### src/rtl/queue_rd_ctrl_pkg.sv
// Sizing constants shared by the enqueue-side and dequeue-side queue controllers.
package queue_rd_ctrl_pkg;
  localparam int QDEPTH  = 8;
  localparam int QADDR_W = 3;
  localparam int QPTR_W  = 4;
endpackage

### src/rtl/queue_rd_ctrl_ptr4_inc.sv
// 4-bit pointer incrementer: ripple of full-adder cells with b = 0 and carry-in 1.
module ptr4_inc
  import queue_rd_ctrl_pkg::*;
(
  input  logic [QPTR_W-1:0] a,
  output logic [QPTR_W-1:0] y
);
  logic [QPTR_W-1:0] c;

  assign c[0] = 1'b1;

  generate
    for (genvar gi = 0; gi < QPTR_W; gi++) begin : g_fa
      assign y[gi] = a[gi] ^ c[gi];
      // Carry out of the top cell is the natural mod-16 wrap, so it is not built.
      if (gi < QPTR_W - 1) begin : g_carry
        assign c[gi+1] = a[gi] & c[gi];
      end
    end
  endgenerate
endmodule

### src/rtl/queue_rd_ctrl.sv
// Dequeue-side controller: read pointer, empty/count against the writer pointer,
// and a registered valid/ready output stage holding the head entry.
module queue_rd_ctrl
  import queue_rd_ctrl_pkg::*;
#(
  parameter int WIDTH = 8
) (
  input  logic               clk,
  input  logic               reset,
  input  logic [QPTR_W-1:0]  wr_ptr,
  input  logic [WIDTH-1:0]   rd_data,
  output logic [QADDR_W-1:0] rd_addr,
  output logic [QPTR_W-1:0]  rd_ptr,
  output logic [WIDTH-1:0]   out_data,
  output logic               out_valid,
  input  logic               out_ready,
  input  logic               flush,
  output logic               empty,
  output logic [QPTR_W-1:0]  count,
  output logic               ovf_err
);
  logic [QPTR_W-1:0] rd_ptr_reg, rd_ptr_next, rd_ptr_inc;
  logic [WIDTH-1:0]  out_data_reg, out_data_next;
  logic              out_valid_reg, out_valid_next;
  logic              ovf_err_reg, ovf_err_next;
  logic              pop, addr_eq, wrap_eq, ovf_now;
  logic [QPTR_W-1:0] borrow_chain;

  ptr4_inc u_inc (
    .a (rd_ptr_reg),
    .y (rd_ptr_inc)
  );

  assign addr_eq = (rd_ptr_reg[QADDR_W-1:0] == wr_ptr[QADDR_W-1:0]);
  assign wrap_eq = ~(rd_ptr_reg[QPTR_W-1] ^ wr_ptr[QPTR_W-1]);
  assign empty   = addr_eq & wrap_eq;

  // count = wr_ptr + ~rd_ptr + 1, a subtract-mode adder chain, mod 16.
  assign borrow_chain[0] = 1'b1;
  generate
    for (genvar gi = 0; gi < QPTR_W; gi++) begin : g_sub
      assign count[gi] = wr_ptr[gi] ^ ~rd_ptr_reg[gi] ^ borrow_chain[gi];
      if (gi < QPTR_W - 1) begin : g_carry
        assign borrow_chain[gi+1] = (wr_ptr[gi] & ~rd_ptr_reg[gi]) |
                                    (borrow_chain[gi] & (wr_ptr[gi] ^ ~rd_ptr_reg[gi]));
      end
    end
  endgenerate

  assign ovf_now = count[QPTR_W-1] & (|count[QADDR_W-1:0]);
  assign pop     = ~empty & (~out_valid_reg | out_ready);

  always_comb begin
    rd_ptr_next    = rd_ptr_reg;
    out_data_next  = out_data_reg;
    out_valid_next = out_valid_reg;
    ovf_err_next   = ovf_err_reg;
    if (flush) begin
      rd_ptr_next    = wr_ptr;
      out_valid_next = 1'b0;
    end else begin
      ovf_err_next = ovf_err_reg | ovf_now;
      if (pop) begin
        out_data_next  = rd_data;
        out_valid_next = 1'b1;
        rd_ptr_next    = rd_ptr_inc;
      end else if (out_valid_reg && out_ready) begin
        out_valid_next = 1'b0;
      end
    end
  end

  always_ff @(posedge clk) begin
    if (reset) begin
      rd_ptr_reg    <= '0;
      out_data_reg  <= '0;
      out_valid_reg <= 1'b0;
      ovf_err_reg   <= 1'b0;
    end else begin
      rd_ptr_reg    <= rd_ptr_next;
      out_data_reg  <= out_data_next;
      out_valid_reg <= out_valid_next;
      ovf_err_reg   <= ovf_err_next;
    end
  end

  assign rd_ptr    = rd_ptr_reg;
  assign rd_addr   = rd_ptr_reg[QADDR_W-1:0];
  assign out_data  = out_data_reg;
  assign out_valid = out_valid_reg;
  assign ovf_err   = ovf_err_reg;
endmodule

### config.mk
export PLATFORM = sky130hd
export DESIGN_NAME = queue_rd_ctrl
export DESIGN_NICKNAME = d
export VERILOG_FILES = /design/src/rtl/queue_rd_ctrl_pkg.sv /design/src/rtl/queue_rd_ctrl_ptr4_inc.sv /design/src/rtl/queue_rd_ctrl.sv
export SDC_FILE = /design/constraint.sdc
export NUM_CORES = 1
export LEC_CHECK = 0
export BUFFER_PORTS_ARGS = -buffer_cell sky130_fd_sc_hd__buf_2
export CAP_MARGIN = 5
export CORE_MARGIN = 8
export CORE_UTILIZATION = 49
export CTS_CLUSTER_SIZE = 28
export DETAILED_ROUTE_END_ITERATION = 16
export HOLD_SLACK_MARGIN = 0.1
export PLACE_DENSITY = 0.82
export SLEW_MARGIN = 5
export SYNTH_ARGS = -nofsm -noshare
export SYNTH_HDL_FRONTEND = slang
export SYNTH_HIERARCHICAL = 1
export SYNTH_SLANG_ARGS = --single-unit
### constraint.sdc
create_clock -name clk -period 3.1 [get_ports clk]
set_input_delay 0.62 -clock clk [delete_from_list [all_inputs] [get_ports clk]]
set_output_delay 0.62 -clock clk [all_outputs]
set_load 0.01 [all_outputs]
==> impl_results.md <==
- Final TNS setup: 0 ps
- Core area: roughly 1700 um^2
- Req. time, crit path: about 2500 ps
- Slowest library cell on the worst path: fa_1
- Final WL: a little over 2000 um
- Pleak: 0.571 nW
- Clock buffer depth: 2
- Power Dens Cells: roughly 470 nW/um^2
- Antenna violations before repair: 0
- Unique masters post-synth: 25
- Io pins: 38
- RSZ-0062 raised after global routing: no
- Global placer's final weighted congestion: ~0.83
- Vias: roughly 790
- Most frequent cells after synthesis: nand2_1 (16), dfxtp_1 (14), inv_1 (10)
- Pin count of the biggest net entering global routing: 18
- Per-cell routed wire length: between 10 and 15 um
- Cells along the critical path: buf_2, inv_1, ha_1, fa_1, fa_1, xnor2_1, buf_2
- Clk root buf: clkbuf_4
- Kind of critical path: primary input to primary output
- VDD IR-drop max: 0.224 mV
- Post-synthesis register bit count: 14
- Min Tclk post-route: between 2000 and 3000 ps
- Post-Syn Area: between 800 and 900 um^2
- Most frequent cell after synthesis: nand2_1
- Peak per-stage delay on the critical path: between 300 and 400 ps
- CP arrival: approximately 2100 ps
- Final setup fails: 0
- Slew HR: 0.618
- CTS Buf Count: 3
- Pwr Total: ~0.0005 W
- Setup crit end kind: primary output
- Asr flop ratio synth: 0
- Worst skew pair latency: 280 ps
- DR DRC count: 0
- Hpwl dp: ~1600 um
- Post-CTS Setup Inserts: 0
- Post-route cell area: 1070 um^2
- Initial Util: 0.510
- First-pass GRT wire length: approximately 3200 um
- Syn-to-layout area delta: 23.1%
- Max reg flops: 8
- Worst setup SP type: primary input
- Cts repair resizes: 0
- Maximum clock rate: about 0.37 GHz
- Syn Area/Cell: about 9.1 um^2
- Cell area after placement: 1040 um^2
- Post-synth EDFFs: 0
- Status: completed
- Antenna viol nets, final: 0
- HP Class: register to register
- Mapped Nets: ~120
- Sink Count: 14
- H-tree depth: 1
- Final Max Slew Viols: 0
- Period utilization: 0.882
- All-Layer GR Usage: 0.124
- Synth top area share: 0.322
- IO Port Bufs: 37
- Post-layout net count: roughly 150
- Cells after synthesis: 96
- Row count: 15
- CTS tree: built
- Top cells by area, synth: dfxtp_1 (32%), mux2i_1 (9.2%), ha_1 (7.2%)
- Post-CTS Hold Fix Bufs: 0
- Hold Fails Final Rpt: 0
- Layout Skew: 3.33 ps
- Die area: approximately 3400 um^2
- N_diodes: 0
- Dominant cell type by area after synthesis: dfxtp_1
- Initial DRC count: 21
- Synth warn: 6
- Commonest register cell after synthesis: dfxtp_1
- Max Cap Violations: 0
- Slew at the pin closest to its max-slew limit: 571 ps
- Crit path max fanout: 2
- Seq/Total Area, Yosys: 0.322
- GRT Residual Overflow: 0
- Vias per cell: approximately 5.1
- Die Y: 58.2 um
- Layout cells sized above 1: 0.377
- Clk slew on worst S/H paths: roughly 80 ps
- Vias in the first global route: 704
- Die width: a little under 60 um
- DR pass1 iterations: 5
## worst paths after layout
kind	start	end	slack (ps)	cells past startpoint
setup / recovery	wr_ptr[0]	count[3]	370	7
hold / removal	out_data[1]	out_data[1]	460	2
setup reg to reg	rd_ptr[1]	out_data[4]	1090	5
hold reg to reg	out_data[1]	out_data[1]	460	2
## power breakdown
| group | internal, W | leakage [nW] | switching (W) |
|---|---|---|---|
| sequential | 0.000197 | 0.116 | 0.0000146 |
| clock | 0.0000715 | 0.0210 | 0.0000614 |
| combinational | 0.0000698 | 0.434 | 0.0000879 |
| total | 0.000338 | 0.571 | 0.000164 |
## critical path, delay by kind of cell
kind / cells / cell delay (ps)
adders and majority gates: 3 / 970
buffers and inverters: 3 / 280
xor gates and xnor gates: 1 / 230
## layout make-up
type,instances,area [um^2]
inverters,11,41.3
well taps,25,31.3
fillers,151,636
clock buffers,4,36.3
multi-input cells,64,498
repair buffers,37,185
flip-flops and latches,14,280
## routing by layer
metal  vias up  GRT usage  wire [um]
met2        23      0.197        988
met3         5     0.0375        120
li1        398          -          -
met5         -          0          0
met1       362      0.138        873
met4         0     0.0839         46
## cells in the final DEF (no fill, tap or decap), drive strengths merged
| cell type | count |
|---|---|
| a2111oi | 4 |
| a211oi | 1 |
| a221o | 4 |
| a22o | 1 |
| a311oi | 1 |
| and2b | 1 |
| and3 | 5 |
| buf | 37 |
| clkbuf | 4 |
| clkinv | 1 |
| dfxtp | 14 |
| fa | 2 |
| ha | 5 |
| inv | 10 |
| mux2i | 8 |
| nand2 | 16 |
| nand3 | 1 |
| nor2 | 5 |
| nor3 | 6 |
| xnor2 | 2 |
| xor2 | 2 |
## through the flow
step | setup slack, ps | instances | utilization | hold slack (ps)
after global placement | 442 | 151 | 0.607 | 439
final | 366 | 155 | 0.628 | 457
after floorplan | 589 | 96 | - | 479
after global routing | 335 | 155 | 0.628 | 477
after CTS | 364 | 155 | 0.628 | 461
after detailed placement | 364 | 151 | 0.607 | 446
## logic make-up (layout without fill, tap and decap cells)
family / count (synthesis) / in the layout / share of synthesized area
AOI/OAI and AO/OA: 11 / 11 / 0.129
and+or+nand+nor: 34 / 34 / 0.184
xor gates and xnor gates: 4 / 4 / 0.0489
muxes: 8 / 8 / 0.0920
buffers and inverters: 18 / 52 / 0.106
adders and majority gates: 7 / 7 / 0.118
DFF: 14 / 14 / 0.322
Note: power is estimated with default switching activity, not from simulation.
